[src/rtl/pulse_meter_if.sv]
`default_nettype none
// ============================================================================
// Module  : pulse_meter_if
// Brief   : Bundles the pulse input and measurement results of pulse_meter.
// Rev     : 1.0  initial release
// ============================================================================
interface pulse_meter_if #(
  parameter int CNT_W = 8
);
  logic             signal;
  logic             level;
  logic [CNT_W-1:0] width;
  logic [CNT_W-1:0] period;
  logic             valid;
  logic             overflow;

  modport master (
    output signal,
    input  level, width, period, valid, overflow
  );

  modport slave (
    input  signal,
    output level, width, period, valid, overflow
  );
endinterface
`default_nettype wire

[src/rtl/pulse_meter.sv]
`default_nettype none
// ============================================================================
// Module  : pulse_meter
// Brief   : Measures high width and rise-to-rise period of a pulse train in
//           clock cycles; optional input synchroniser via PULSE_METER_SYNC_EN.
// Rev     : 1.0  initial release
// ============================================================================
module pulse_meter #(
  parameter int CNT_W = 8
) (
  input  wire logic     clock,
  input  wire logic     reset,
  pulse_meter_if.slave  bus
);

  localparam logic [CNT_W-1:0] c_cnt_max = {CNT_W{1'b1}};
  localparam logic [CNT_W-1:0] c_cnt_one = CNT_W'(1);

  typedef enum logic [1:0] {
    ST_IDLE = 2'd0,
    ST_HIGH = 2'd1,
    ST_LOW  = 2'd2
  } state_t;

  logic             w_sample;
  logic             s_q;
  logic             s_prev_q;
  logic             w_rise;
  logic             w_fall;

  state_t           state_q;
  logic [CNT_W-1:0] hi_cnt_q;
  logic [CNT_W-1:0] per_cnt_q;
  logic             ovf_q;
  logic [CNT_W-1:0] hi_cnt_d;
  logic [CNT_W-1:0] per_cnt_d;

  logic [CNT_W-1:0] width_q;
  logic [CNT_W-1:0] period_q;
  logic             valid_q;
  logic             overflow_q;

`ifdef PULSE_METER_SYNC_EN
  logic sync1_q;
  logic sync2_q;

  always_ff @(posedge clock or posedge reset) begin
    if (reset) begin
      sync1_q <= 1'b0;
      sync2_q <= 1'b0;
    end else begin
      sync1_q <= bus.signal;
      sync2_q <= sync1_q;
    end
  end

  assign w_sample = sync2_q;
`else
  assign w_sample = bus.signal;
`endif

  always_ff @(posedge clock or posedge reset) begin
    if (reset) begin
      s_q      <= 1'b0;
      s_prev_q <= 1'b0;
    end else begin
      s_q      <= w_sample;
      s_prev_q <= s_q;
    end
  end

  assign w_rise = s_q & ~s_prev_q;
  assign w_fall = ~s_q & s_prev_q;

  // Saturating increments: counters park at the cap instead of wrapping.
  always_comb begin
    hi_cnt_d  = (hi_cnt_q  == c_cnt_max) ? hi_cnt_q  : hi_cnt_q  + c_cnt_one;
    per_cnt_d = (per_cnt_q == c_cnt_max) ? per_cnt_q : per_cnt_q + c_cnt_one;
  end

  always_ff @(posedge clock or posedge reset) begin
    if (reset) begin
      state_q    <= ST_IDLE;
      hi_cnt_q   <= '0;
      per_cnt_q  <= '0;
      ovf_q      <= 1'b0;
      width_q    <= '0;
      period_q   <= '0;
      valid_q    <= 1'b0;
      overflow_q <= 1'b0;
    end else begin
      valid_q <= 1'b0;
      case (state_q)
        ST_IDLE: begin
          if (w_rise) begin
            state_q   <= ST_HIGH;
            hi_cnt_q  <= c_cnt_one;
            per_cnt_q <= c_cnt_one;
            ovf_q     <= 1'b0;
          end
        end
        ST_HIGH: begin
          per_cnt_q <= per_cnt_d;
          if (w_fall) begin
            state_q <= ST_LOW;
            if (per_cnt_d == c_cnt_max) ovf_q <= 1'b1;
          end else begin
            hi_cnt_q <= hi_cnt_d;
            if ((hi_cnt_d == c_cnt_max) || (per_cnt_d == c_cnt_max)) ovf_q <= 1'b1;
          end
        end
        ST_LOW: begin
          if (w_rise) begin
            valid_q    <= 1'b1;
            width_q    <= hi_cnt_q;
            period_q   <= per_cnt_q;
            overflow_q <= ovf_q;
            state_q    <= ST_HIGH;
            hi_cnt_q   <= c_cnt_one;
            per_cnt_q  <= c_cnt_one;
            ovf_q      <= 1'b0;
          end else begin
            per_cnt_q <= per_cnt_d;
            if (per_cnt_d == c_cnt_max) ovf_q <= 1'b1;
          end
        end
        default: state_q <= ST_IDLE;
      endcase
    end
  end

  assign bus.level    = s_q;
  assign bus.width    = width_q;
  assign bus.period   = period_q;
  assign bus.valid    = valid_q;
  assign bus.overflow = overflow_q;

endmodule
`default_nettype wire
[src/flat_wrapper.sv]
// flat-port wrapper written by rule: the top's interface ports become plain ports
module pulse_meter_flat 
#(
  parameter int CNT_W = 8
)
  (clock, reset, bus_signal, bus_level, bus_width, bus_period, bus_valid, bus_overflow);
  pulse_meter_if #(.CNT_W(CNT_W)) bus_i ();
  input  wire logic clock;
  input  wire logic reset;
  input wire logic [$bits(bus_i.signal)-1:0] bus_signal;
  output wire logic [$bits(bus_i.level)-1:0] bus_level;
  output wire logic [$bits(bus_i.width)-1:0] bus_width;
  output wire logic [$bits(bus_i.period)-1:0] bus_period;
  output wire logic [$bits(bus_i.valid)-1:0] bus_valid;
  output wire logic [$bits(bus_i.overflow)-1:0] bus_overflow;
  assign bus_i.signal = bus_signal;
  assign bus_level = bus_i.level;
  assign bus_width = bus_i.width;
  assign bus_period = bus_i.period;
  assign bus_valid = bus_i.valid;
  assign bus_overflow = bus_i.overflow;
  pulse_meter #(.CNT_W(CNT_W)) u_core (.clock(clock), .reset(reset), .bus(bus_i));
endmodule
[config.mk]
export PLATFORM = sky130hd
export DESIGN_NAME = pulse_meter_flat
export DESIGN_NICKNAME = d
export VERILOG_FILES = /design/src/rtl/pulse_meter_if.sv /design/src/rtl/pulse_meter.sv /design/src/flat_wrapper.sv
export SDC_FILE = /design/constraint.sdc
export NUM_CORES = 1
export LEC_CHECK = 0
export CORE_MARGIN = 2
export CORE_UTILIZATION = 50
export CTS_BUF_LIST = sky130_fd_sc_hd__clkbuf_4 sky130_fd_sc_hd__clkbuf_8
export CTS_CLUSTER_SIZE = 24
export DETAILED_ROUTE_END_ITERATION = 12
export GPL_TIMING_DRIVEN = 0
export HOLD_SLACK_MARGIN = 0.03
export PLACE_DENSITY = 0.79
export RECOVER_POWER = 100
export SETUP_SLACK_MARGIN = 0.2
export SYNTH_ARGS = -nofsm -noshare
export SYNTH_HDL_FRONTEND = slang
export SYNTH_SLANG_ARGS = --single-unit
[constraint.sdc]
create_clock -name clock -period 1.75 [get_ports clock]
set_input_delay 0.35 -clock clock [delete_from_list [all_inputs] [get_ports clock]]
set_output_delay 0.35 -clock clock [all_outputs]
set_load 0.05 [all_outputs]
==> impl_metrics.json <==
{
  "finalNetCount": 284,
  "synth_top_area_cell": "dfrtp_1",
  "critPathSlowestCell": "dfrtp_2",
  "cts_sinks": 39,
  "finalSetupViolations": 9,
  "nFillCells": 289,
  "synth_top_area_share": 0.450,
  "start_util": 0.531,
  "ant_nets": 0,
  "hold_start": "u_core.bus.level",
  "routed-via-count": 1921,
  "syn_area_um2": 2170,
  "gr-total-overflow": 0,
  "rsz0062_at_grt": "yes",
  "drtIter0Drc": 195,
  "fp.dieH_um": 69.9,
  "reg2reg_to": "u_core.ovf_q",
  "p_leak_nw": 1.29,
  "worstPathArrival_ps": 2080,
  "preCtsSetupSlack_ps": -265,
  "status": "finished with violations",
  "violations": "negative setup slack",
  "finalWirelength_um": 5540,
  "fin_ws_ps": -151,
  "whs_ps": 486,
  "ys_warn_count": 0,
  "gr-usage-all-layers": 0.207,
  "rows": 23,
  "worstHoldEndpoint": "u_core.s_prev_q",
  "synth_common_cells": "39 x dfrtp_1, 28 x a21oi_1, 16 x nand2_1",
  "finClkSkew_ps": 5.33,
  "cts-root-buf": "clkbuf_8",
  "start_kind": "register",
  "drc": 0,
  "power.density_nw_per_um2": 1390,
  "required_ps": 1930,
  "grt_pass1_vias": 1740,
  "cp_slowest_stage_delay_ps": 460,
  "critical_path_buf_inv_count": 0,
  "synthArstFlopShare": 1.00,
  "placed_area_um2": 2530,
  "max_freq_ghz": 0.526,
  "timing.slew.headroom": 0.469,
  "layout_min_cycle_time_ps": 1900,
  "hold_class": "reg2reg",
  "crit_path_end_kind": "register",
  "chipWidth_um": 69.9,
  "cts_buffers": 5,
  "core_um2": 4090,
  "cp_top_family": "compound AO/OA/AOI/OAI gates",
  "place_hpwl_um": 3100,
  "grt_first_pass_wirelength_um": 8050,
  "power_mw": 4.14,
  "ys_seq_area_frac": 0.450,
  "period_share": 1.09,
  "ys.flop_type": "dfrtp_1",
  "hold_viol": 0,
  "ys_seq_elements": 39,
  "yosys.cell_types.count": 49,
  "place_congestion": 0.853,
  "dr.pass1.iters": 4,
  "ir_drop_uv": 710,
  "final_util": 0.731,
  "crit_chain": "ha_1 > a21o_1 > o21ai_0 > o21ai_0 > a311o_1",
  "dieArea_um2": 4880,
  "antenna_found_initial": 0,
  "h-tree-depth": 2,
  "reg2reg_depth": 5,
  "via_per_inst": 5.89,
  "diodes": 0,
  "synth_edf_count": 0,
  "hold_depth": 0,
  "slew_violations": 0,
  "clockBufferDepth": 2,
  "worst_pin_slew_ps": 796,
  "reg2reg_slack_ps": -150,
  "cts_tree": "done",
  "clkTransAtPathRegs_ps": 80,
  "critPathKind": "reg2reg",
  "routedWlPerCell_um": 17.0,
  "synth.most_common_cell": "dfrtp_1",
  "fin_area_um2": 2990,
  "timing.critical_path.fanout_max": 6,
  "postSynthAreaPerCell_um2": 9.78,
  "syn_nets": 231,
  "grt_max_degree": 40,
  "clk-insertion-delay-late_ps": 300,
  "drive_above_1_share": 0.395,
  "r2r-start": "u_core.state_q[0]",
  "cp_common_cell": "o21ai_0",
  "syn2layout_area_growth_pct": 37.5,
  "io_buffers": 21,
  "syn_inst": 222,
  "cap_violations": 0,
  "hold_buffers": 0,
  "synthTopCellsByArea": "dfrtp_1 45%, mux2_2 7.8%, a21oi_1 6.5%",
  "num_io_pins": 22
}
==> cell usage in the layout (no fill, tap or decap), types with 6 or more instances in the layout <==
cell	n
nor2_1	12
buf_4	23
dfrtp_2	6
clkbuf_1	7
clkdlybuf4s15_1	8
a21oi_2	7
a21oi_1	19
o21ai_0	8
dfrtp_1	33
clkbuf_8	6
nand2_1	15
mux2_2	15
==> where the power goes <==
part / switching [mW] / internal, mW
clock: 0.339 / 0.569
sequential: 0.120 / 1.05
combinational: 1.15 / 0.915
total: 1.61 / 2.53
==> layout make-up <==
| cell class | instances | area [um2] | area share |
|---|---|---|---|
| multi-input combinational | 161 | 1280 | 0.429 |
| sequential | 39 | 983 | 0.329 |
| timing repair buffer | 46 | 369 | 0.124 |
| buffer | 14 | 115 | 0.0386 |
| clock buffer | 5 | 68.8 | 0.0231 |
| clock inverter | 3 | 67.6 | 0.0226 |
| tap | 50 | 62.6 | 0.0210 |
| inverter | 8 | 37.5 | 0.0126 |
==> cell families (layout without fill, tap and decap cells) <==
family / after synthesis / after routing / share of synthesized area
AND/OR/NAND/NOR: 72 / 72 / 0.195
AO/OA/AOI/OAI: 63 / 63 / 0.176
flip-flops: 39 / 39 / 0.450
buffers and inverters: 22 / 76 / 0.0461
multiplexers: 17 / 17 / 0.0870
adder cells (fa/ha/maj): 6 / 6 / 0.0346
XOR/XNOR: 3 / 3 / 0.0121
==> flip-flops by register name, summed over array words and instances (netlist names) <==
register / cells
u_core.bus.level: 1
u_core.bus.overflow: 1
u_core.bus.period: 8
u_core.bus.valid: 1
u_core.bus.width: 8
u_core.hi_cnt_q: 8
u_core.ovf_q: 1
u_core.per_cnt_q: 8
u_core.s_prev_q: 1
u_core.state_q: 2
==> worst max-delay path by stage <==
stage                        startpoint            endpoint  depth (start not counted)
finish                u_core.state_q[0]        u_core.ovf_q                          5
global route          u_core.state_q[0]        u_core.ovf_q                          5
CTS                   u_core.state_q[0]  u_core.hi_cnt_q[0]                          8
detailed placement   u_core.hi_cnt_q[0]        u_core.ovf_q                          7
global placement                  reset    u_core.bus.level                          2
floorplan           u_core.per_cnt_q[1]        u_core.ovf_q                          8
==> routing by layer <==
layer	vias up	GRT usage	share of wire
met1	942	0.265	0.42
met2	61	0.335	0.52
met5	-	0	0
met4	0	0.0897	0.014
met3	7	0.0505	0.047
li1	911	-	-
==> per-stage QoR <==
stage | instances | setup TNS [ps]
CTS | 314 | -214
floorplan | 222 | -42.2
detailed placement | 293 | -990
global route | 326 | -1260
finish | 326 | -815
global placement | 293 | -13670
==> repair_timing <==
action / in CTS / in global routing
cloned: 1 / 3
pin swaps: 11 / 9
setup endpoints to repair: 46 / 47
hold endpoints to repair: 0 / 0
buffers inserted: 12 / 9
gates resized for setup: 54 / 43
==> worst reg2reg max path: cells and delay by family, from the launching register on <==
kind                     cells  cell delay, ps
flip-flops                   1             460
AO/OA/AOI/OAI                4             980
adder cells (fa/ha/maj)      1             360
(Power assumes the default switching activity.)
